File: config.mk
export PLATFORM = sky130hd
export DESIGN_NAME = fpu_norm_round_seq
export DESIGN_NICKNAME = d
export VERILOG_FILES = /design/src/rtl/fpu_norm_round_seq_pkg.sv /design/src/rtl/fpu_norm_round_seq_round_rne.sv /design/src/rtl/fpu_norm_round_seq.sv
export SDC_FILE = /design/constraint.sdc
export NUM_CORES = 1
export LEC_CHECK = 0
export CAP_MARGIN = 25
export CELL_PAD_IN_SITES_DETAIL_PLACEMENT = 1
export CELL_PAD_IN_SITES_GLOBAL_PLACEMENT = 2
export CORE_MARGIN = 8
export CORE_UTILIZATION = 34
export CTS_BUF_LIST = sky130_fd_sc_hd__clkbuf_4 sky130_fd_sc_hd__clkbuf_8
export CTS_CLUSTER_DIAMETER = 40
export DETAILED_ROUTE_END_ITERATION = 7
export HOLD_SLACK_MARGIN = 0.15
export MAX_ROUTING_LAYER = met4
export PLACE_DENSITY_LB_ADDON = 0.1
export SYNTH_ARGS = -nofsm -noshare
export SYNTH_HDL_FRONTEND = slang
export SYNTH_SLANG_ARGS = --single-unit
File: constraint.sdc
create_clock -name clk -period 4.4 [get_ports clk]
set_input_delay 0.66 -clock clk [delete_from_list [all_inputs] [get_ports clk]]
set_output_delay 0.66 -clock clk [all_outputs]
set_load 0.02 [all_outputs]
File: src/rtl/fpu_norm_round_seq_pkg.sv
`default_nettype none
// ============================================================================
// Module : fpu_norm_round_seq_pkg
// Brief  : Shared types and constants for the FP32 normaliser/rounder.
// Rev    : 1.0  initial release
// ============================================================================
package fpu_norm_round_seq_pkg;

  // FSM states of the normaliser/rounder
  typedef enum logic [1:0] {
    ST_IDLE  = 2'd0,
    ST_NORM  = 2'd1,
    ST_ROUND = 2'd2,
    ST_DONE  = 2'd3
  } state_t;

  localparam logic [7:0]  EXP_MAX   = 8'hFF;
  localparam int          EXP_BIAS  = 127;
  localparam logic [31:0] FP32_ZERO = 32'h0000_0000;

  // Signed zero (used for flush-to-zero results)
  function automatic logic [31:0] fp32_zero(input logic sign);
    return {sign, 31'b0};
  endfunction

  // Signed infinity (used for overflow results)
  function automatic logic [31:0] fp32_inf(input logic sign);
    return {sign, EXP_MAX, 23'b0};
  endfunction

endpackage
`default_nettype wire

File: src/rtl/fpu_norm_round_seq_round_rne.sv
`default_nettype none
// ============================================================================
// Module : fpu_norm_round_seq_round_rne
// Brief  : Combinational round-to-nearest-even on a normalised significand
//          hidden.frac.G.R.S; reports the rounding carry and inexact.
// Rev    : 1.0  initial release
// ============================================================================
module fpu_norm_round_seq_round_rne #(
  parameter int FRAC_W = 23
) (
  input  logic [FRAC_W+3:0] mant,
  output logic [FRAC_W-1:0] frac,
  output logic              carry,
  output logic              inexact
);

  logic              guard_b;
  logic              round_b;
  logic              sticky_b;
  logic              lsb_b;
  logic              round_up;
  logic [FRAC_W+1:0] sum;

  // Round up on more than half, or exactly half with an odd lsb; renormalise on carry
  always_comb begin
    guard_b  = mant[2];
    round_b  = mant[1];
    sticky_b = mant[0];
    lsb_b    = mant[3];
    round_up = guard_b & (round_b | sticky_b | lsb_b);
    sum      = {1'b0, mant[FRAC_W+3:3]} + {{(FRAC_W+1){1'b0}}, round_up};
    carry    = sum[FRAC_W+1];
    frac     = carry ? sum[FRAC_W:1] : sum[FRAC_W-1:0];
    inexact  = guard_b | round_b | sticky_b;
  end

endmodule
`default_nettype wire

File: src/rtl/fpu_norm_round_seq.sv
`default_nettype none
// ============================================================================
// Module : fpu_norm_round_seq
// Brief  : Multi-cycle FP32 normaliser (one bit per cycle) and RNE rounder
//          with flush-to-zero packing and valid/ready handshakes.
// Rev    : 1.0  initial release
// ============================================================================
module fpu_norm_round_seq
  import fpu_norm_round_seq_pkg::*;
#(
  parameter int EXP_W  = 8,
  parameter int FRAC_W = 23
) (
  input  logic                    clk,
  input  logic                    rst_n,
  input  logic                    in_valid,
  output logic                    in_ready,
  input  logic [FRAC_W+3:0]       mant_res,
  input  logic                    carry_out,
  input  logic [EXP_W-1:0]        exp_big,
  input  logic                    sign_res,
  output logic                    out_valid,
  input  logic                    out_ready,
  output logic [EXP_W+FRAC_W:0]   result,
  output logic                    flag_ovf,
  output logic                    flag_unf,
  output logic                    flag_inx
);

  localparam int SIG_W = FRAC_W + 4;
  localparam int XW    = EXP_W + 2;
  localparam int RES_W = EXP_W + FRAC_W + 1;

  // Exponent values are held signed with two guard bits so underflow/overflow are visible
  localparam logic signed [XW-1:0] EXP_TOP = {2'b00, {EXP_W{1'b1}}};
  localparam logic signed [XW-1:0] EXP_ONE = {{(XW-1){1'b0}}, 1'b1};

  state_t                   state_q, state_d;
  logic [SIG_W-1:0]         mant_q, mant_d;
  logic signed [XW-1:0]     exp_q, exp_d;
  logic                     sign_q, sign_d;
  logic [RES_W-1:0]         result_q, result_d;
  logic                     ovf_q, ovf_d;
  logic                     unf_q, unf_d;
  logic                     inx_q, inx_d;
  logic                     in_ready_q, in_ready_d;
  logic                     out_valid_q, out_valid_d;

  logic [FRAC_W-1:0]        rnd_frac;
  logic                     rnd_carry;
  logic                     rnd_inexact;
  logic [SIG_W-1:0]         mant_shl;
  logic signed [XW-1:0]     exp_rnd;

  fpu_norm_round_seq_round_rne #(
    .FRAC_W (FRAC_W)
  ) u_round (
    .mant    (mant_q),
    .frac    (rnd_frac),
    .carry   (rnd_carry),
    .inexact (rnd_inexact)
  );

  // Next-state and datapath computation for capture, normalise, round and hand-off
  always_comb begin
    state_d     = state_q;
    mant_d      = mant_q;
    exp_d       = exp_q;
    sign_d      = sign_q;
    result_d    = result_q;
    ovf_d       = ovf_q;
    unf_d       = unf_q;
    inx_d       = inx_q;
    in_ready_d  = in_ready_q;
    out_valid_d = out_valid_q;
    mant_shl    = {mant_q[SIG_W-2:0], 1'b0};
    exp_rnd     = exp_q + $signed({{(XW-1){1'b0}}, rnd_carry});

    case (state_q)
      ST_IDLE: begin
        if (in_valid) begin
          in_ready_d = 1'b0;
          sign_d     = sign_res;
          if (carry_out) begin
            // Significand is 1x.xxx: shift right, keep the dropped bit sticky
            mant_d  = {1'b1, mant_res[SIG_W-1:2], mant_res[1] | mant_res[0]};
            exp_d   = $signed({2'b00, exp_big}) + EXP_ONE;
            state_d = ST_ROUND;
          end else if (mant_res == '0) begin
            // Exact cancellation gives +0 under RNE regardless of operand signs
            result_d    = '0;
            ovf_d       = 1'b0;
            unf_d       = 1'b0;
            inx_d       = 1'b0;
            out_valid_d = 1'b1;
            state_d     = ST_DONE;
          end else begin
            mant_d  = mant_res;
            exp_d   = $signed({2'b00, exp_big});
            state_d = mant_res[SIG_W-1] ? ST_ROUND : ST_NORM;
          end
        end
      end

      ST_NORM: begin
        if (exp_q <= EXP_ONE) begin
          // Result would be subnormal: flush to signed zero
          result_d    = {sign_q, {(RES_W-1){1'b0}}};
          ovf_d       = 1'b0;
          unf_d       = 1'b1;
          inx_d       = 1'b1;
          out_valid_d = 1'b1;
          state_d     = ST_DONE;
        end else begin
          mant_d = mant_shl;
          exp_d  = exp_q - EXP_ONE;
          if (mant_shl[SIG_W-1]) begin
            state_d = ST_ROUND;
          end
        end
      end

      ST_ROUND: begin
        unf_d       = 1'b0;
        out_valid_d = 1'b1;
        state_d     = ST_DONE;
        if (exp_rnd >= EXP_TOP) begin
          result_d = {sign_q, {EXP_W{1'b1}}, {FRAC_W{1'b0}}};
          ovf_d    = 1'b1;
          inx_d    = 1'b1;
        end else begin
          result_d = {sign_q, exp_rnd[EXP_W-1:0], rnd_frac};
          ovf_d    = 1'b0;
          inx_d    = rnd_inexact;
        end
      end

      ST_DONE: begin
        if (out_ready) begin
          out_valid_d = 1'b0;
          in_ready_d  = 1'b1;
          state_d     = ST_IDLE;
        end
      end

      default: begin
        out_valid_d = 1'b0;
        in_ready_d  = 1'b1;
        state_d     = ST_IDLE;
      end
    endcase
  end

  // State, datapath and registered outputs; reset abandons any operand in flight
  always_ff @(posedge clk or negedge rst_n) begin
    if (!rst_n) begin
      state_q     <= ST_IDLE;
      mant_q      <= '0;
      exp_q       <= '0;
      sign_q      <= 1'b0;
      result_q    <= '0;
      ovf_q       <= 1'b0;
      unf_q       <= 1'b0;
      inx_q       <= 1'b0;
      in_ready_q  <= 1'b1;
      out_valid_q <= 1'b0;
    end else begin
      state_q     <= state_d;
      mant_q      <= mant_d;
      exp_q       <= exp_d;
      sign_q      <= sign_d;
      result_q    <= result_d;
      ovf_q       <= ovf_d;
      unf_q       <= unf_d;
      inx_q       <= inx_d;
      in_ready_q  <= in_ready_d;
      out_valid_q <= out_valid_d;
    end
  end

  assign in_ready  = in_ready_q;
  assign out_valid = out_valid_q;
  assign result    = result_q;
  assign flag_ovf  = ovf_q;
  assign flag_unf  = unf_q;
  assign flag_inx  = inx_q;

endmodule
`default_nettype wire

==> results.sh, run 1 <==
export IMPL_status="finished, final reports clean"
export IMPL_synth_edf_count=0
export IMPL_grt_remaining_overflow=0
export IMPL_dp_cells=804
export IMPL_antennaDiodeCount=0
export IMPL_clk_pin_slew_ns=0.08
export IMPL_vias=4329
export IMPL_synth_distinct_cells=59
export IMPL_min_period_ns=3.97
export IMPL_ys_ff_latch=77
export IMPL_hpwl_um=11100
export IMPL_setup_viol=0
export IMPL_syn_nets=629
export IMPL_nNetsFinal=683
export IMPL_ios=78
export IMPL_first_global_vias=4364
export IMPL_wire_per_inst_um=17.7
export IMPL_p_sw_frac=0.463
export IMPL_fp_dieArea_sq_mm=0.0187
export IMPL_worst_path_max_delay_cell="or4_4"
export IMPL_ir_worst_vdd_v=0.000362
export IMPL_power_density_mw_per_mm2=706
export IMPL_max_freq_ghz=0.252
export IMPL_fin_skew_ns=0.0137
export IMPL_yosysWarnings=0
export IMPL_place_ws_ns=0.100
export IMPL_die_x_um=137
export IMPL_finalCritPeriodShare=0.902
export IMPL_intPower_mw=2.31
export IMPL_setup_ws_ns=0.431
export IMPL_min_path_type="primary input to async pin"
export IMPL_synth_seq_area_share=0.388
export IMPL_coreArea_sq_mm=0.0144
export IMPL_die_h_um=137
export IMPL_cts_root_buf="clkbuf_8"
export IMPL_start_util=0.344
export IMPL_grt_first_pass_wirelength_um=23300
export IMPL_drive_gt1_frac=0.0958
export IMPL_cts_tree="built"
export IMPL_vias_per_cell=5.27
export IMPL_wl_um=14500
export IMPL_fin_tns_setup_ns=0
export IMPL_power_frac_seq=0.335
export IMPL_dr_pass1_iters=5
export IMPL_avgSynthCellArea_sq_um=8.60
export IMPL_p_leak_nw=2.52
export IMPL_clockBufferDepth=2
export IMPL_cap_violations=0
export IMPL_instances_no_fill=821
export IMPL_clock_power_share=0.163
export IMPL_grt_start_max_net_pins=80
export IMPL_ff2ff_setup_slack_ns=0.43
export IMPL_path_max_fanout=22
export IMPL_relSlewSlack=0.285
export IMPL_cts_inserted_buffers=9
export IMPL_num_rows=44
export IMPL_synthToLayoutAreaGrowth_pct=22.8
export IMPL_synthCells=578
export IMPL_crit_required_ns=4.65
export IMPL_worst_path_largest_cell_delay_ns=0.65
export IMPL_cts_sinks=77
export IMPL_arrival_ns=4.22
export IMPL_crit_type="flop to flop"
export IMPL_post_route_drc_count=0
export IMPL_ys_flop_type="dfrtp_1"
export IMPL_cts_hold_buffers=0
export IMPL_cts_max_level=3
export IMPL_path_cells="and2_1 -> ha_1 -> nand4_1 -> or4_4 -> nor2_1 -> ha_1 -> ha_1 -> and2_1 -> nand4_1 -> xor2_1 -> o21ai_1 -> a21o_2 -> o41ai_2"
export IMPL_clk_latency_ns=0.36
export IMPL_rsz0062_at_grt="no"
export IMPL_cp_common_cell="ha_1"
export IMPL_utilization=0.423
export IMPL_drt_iter0_markers=242
export IMPL_grt_total_usage=0.163
export IMPL_async_flop_share=1.00
export IMPL_portBuffers=77
export IMPL_crit_path_end_kind="flop"
export IMPL_start_kind="flop"
export IMPL_gp_congestion=0.812
export IMPL_worst_pin_slew_ns=1.07
export IMPL_combPwrFrac=0.502
export IMPL_p_switching_mw=1.99
export IMPL_syn_area_sq_mm=0.00497
export IMPL_ant_nets=0
export IMPL_finalHoldViolations=0
export IMPL_antenna_found_initial=0
export IMPL_finalMaxSlewViolations=0
[layout by cell type (no fill, tap or decap), drive strengths merged, types with 2 or more instances in the layout]
cell type / synthesis / routed
mux2: 3 / 3
buf: 19 / 10
nand4: 12 / 12
clkbuf: 23 / 13
a22oi: 2 / 2
bufinv: 0 / 3
nand2b: 7 / 7
ha: 10 / 10
clkdlybuf4s50: 0 / 75
nor2b: 3 / 3
a22o: 2 / 2
o22ai: 5 / 5
inv: 12 / 12
o21ai: 47 / 47
nand3: 23 / 23
or2: 4 / 4
nor4: 9 / 9
nor3: 6 / 6
o41ai: 14 / 14
o32ai: 2 / 2
a211oi: 2 / 2
nor2: 53 / 53
xnor2: 15 / 15
or4: 2 / 2
mux2i: 28 / 28
and2: 4 / 4
a31oi: 2 / 2
dfrtp: 76 / 76
a21oi: 55 / 55
nand2: 87 / 87
xor2: 14 / 14
o21bai: 2 / 2
and3: 3 / 3
o31ai: 15 / 15
o211ai: 3 / 3
[final timing paths]
path	startpoint	end	cells past startpoint
setup / recovery	mant_q[2]$_DFFE_PN0P_	result[11]$_DFFE_PN0P_	13
hold / removal	rst_n	result[28]$_DFFE_PN0P_	1
setup reg to reg	mant_q[2]$_DFFE_PN0P_	result[11]$_DFFE_PN0P_	13
hold reg to reg	result[1]$_DFFE_PN0P_	result[1]$_DFFE_PN0P_	2
max in group asynchronous	rst_n	in_ready$_DFFE_PN1P_	2
min in group clk	result[1]$_DFFE_PN0P_	result[1]$_DFFE_PN0P_	2
[Yosys cell counts, types with 2 or more instances]
| library cell | count | area, sq um |
|---|---|---|
| nand2_1 | 87 | 327 |
| dfrtp_1 | 76 | 1900 |
| a21oi_1 | 55 | 275 |
| nor2_1 | 53 | 199 |
| o21ai_0 | 37 | 185 |
| mux2i_1 | 28 | 280 |
| clkbuf_1 | 23 | 86.3 |
| nand3_1 | 23 | 115 |
| o31ai_1 | 15 | 113 |
| xnor2_1 | 15 | 131 |
| xor2_1 | 14 | 123 |
| inv_1 | 12 | 45.0 |
| o41ai_2 | 12 | 195 |
| nand4_1 | 11 | 68.8 |
| ha_1 | 10 | 125 |
| buf_2 | 9 | 45.0 |
| o21ai_2 | 8 | 70.1 |
| nand2b_1 | 7 | 43.8 |
| nor4_1 | 7 | 43.8 |
| buf_4 | 6 | 45.0 |
| nor3_1 | 5 | 25.0 |
| o22ai_1 | 5 | 31.3 |
| and2_1 | 4 | 25.0 |
| and3_1 | 3 | 18.8 |
| buf_1 | 3 | 11.3 |
| mux2_2 | 3 | 33.8 |
| nor2b_1 | 3 | 18.8 |
| o211ai_1 | 3 | 22.5 |
| a211oi_1 | 2 | 15.0 |
| a22oi_1 | 2 | 15.0 |
| a31oi_1 | 2 | 12.5 |
| nor4_2 | 2 | 25.0 |
| o21ai_1 | 2 | 10.0 |
| o21bai_1 | 2 | 15.0 |
| o32ai_1 | 2 | 17.5 |
| o41ai_1 | 2 | 17.5 |
| or2_0 | 2 | 12.5 |
| or2_2 | 2 | 12.5 |
[routing by layer]
metal / global-route usage / wire, um / vias up
li1: - / - / 2163
met3: 0.0246 / 556 / 16
met1: 0.238 / 7900 / 2070
met4: 0.0537 / 237 / 0
met5: - / 0 / -
met2: 0.223 / 5830 / 80
[final cells by class]
type,count,area [sq um]
Clock buffer,13,173
Clock inverter,3,90.1
Fill cell,1699,8320
Inverter,12,45.0
Multi-Input combinational cell,447,2800
Sequential cell,77,1930
Tap cell,184,230
Timing Repair Buffer,85,836
[cells by family (layout without fill, tap and decap cells)]
kind of cell	Yosys count	count (layout)	synth area share
AOI/OAI and AO/OA	161	161	0.221
and+or+nand+nor	216	216	0.202
DFF	77	77	0.388
buffers and inverters	54	113	0.0491
xor gates and xnor gates	29	29	0.0511
adders and majority gates	10	10	0.0252
muxes	31	31	0.0632
[power groups by stage]
stage	clock network (mW)	registers [mW]	logic (mW)
2_1_floorplan	0	1.44	1.44
3_3_place_gp	0	1.43	2.13
3_5_place_dp	0	1.46	2.18
4_1_cts	0.728	1.44	2.19
5_1_grt	0.752	1.50	2.40
6_report	0.702	1.44	2.16
[worst max-delay path: cells and delay by family (launching register included)]
| kind | cells | cell delay, ns |
|---|---|---|
| adders and majority gates | 3 | 0.70 |
| AOI/OAI and AO/OA | 3 | 0.91 |
| xor gates and xnor gates | 1 | 0.19 |
| DFF | 1 | 0.44 |
| and+or+nand+nor | 6 | 1.62 |
[metrics by stage]
step           instance area [sq um]  power [mW]  hold slack (ns)
3_3_place_gp                    5820        3.56            0.459
5_1_grt                         6100        4.65            0.274
2_1_floorplan                   4970        2.88            0.364
6_report                        6100        4.31            0.254
3_5_place_dp                    5820        3.64            0.467
4_1_cts                         6080        4.36            0.484
[registers in the layout, summed over array words and instances, names as in the netlist]
register / cells
result: 32
mant_q: 27
exp_q: 10
state_q: 2
flag_inx: 1
flag_ovf: 1
flag_unf: 1
in_ready: 1
out_valid: 1
sign_q: 1
[what timing repair did]
| action | in CTS | in global routing |
|---|---|---|
| gates resized for setup | 0 | 1 |
| setup buffers | 0 | 0 |
| setup endpoints to repair | 0 | 22 |
Power figures use the tool's default switching activity.
==> run 2: changes to the inputs <==
--- a/config.mk
+++ b/config.mk
@@ -11,7 +11,7 @@
 export CORE_MARGIN = 8
 export CORE_UTILIZATION = 34
 export CTS_BUF_LIST = sky130_fd_sc_hd__clkbuf_4 sky130_fd_sc_hd__clkbuf_8
-export CTS_CLUSTER_DIAMETER = 40
+export CTS_CLUSTER_DIAMETER = 150
 export DETAILED_ROUTE_END_ITERATION = 7
 export HOLD_SLACK_MARGIN = 0.15
 export MAX_ROUTING_LAYER = met4
==> results of run 2 <==
Final layout, timing and power as in run 1 (identical DEF).
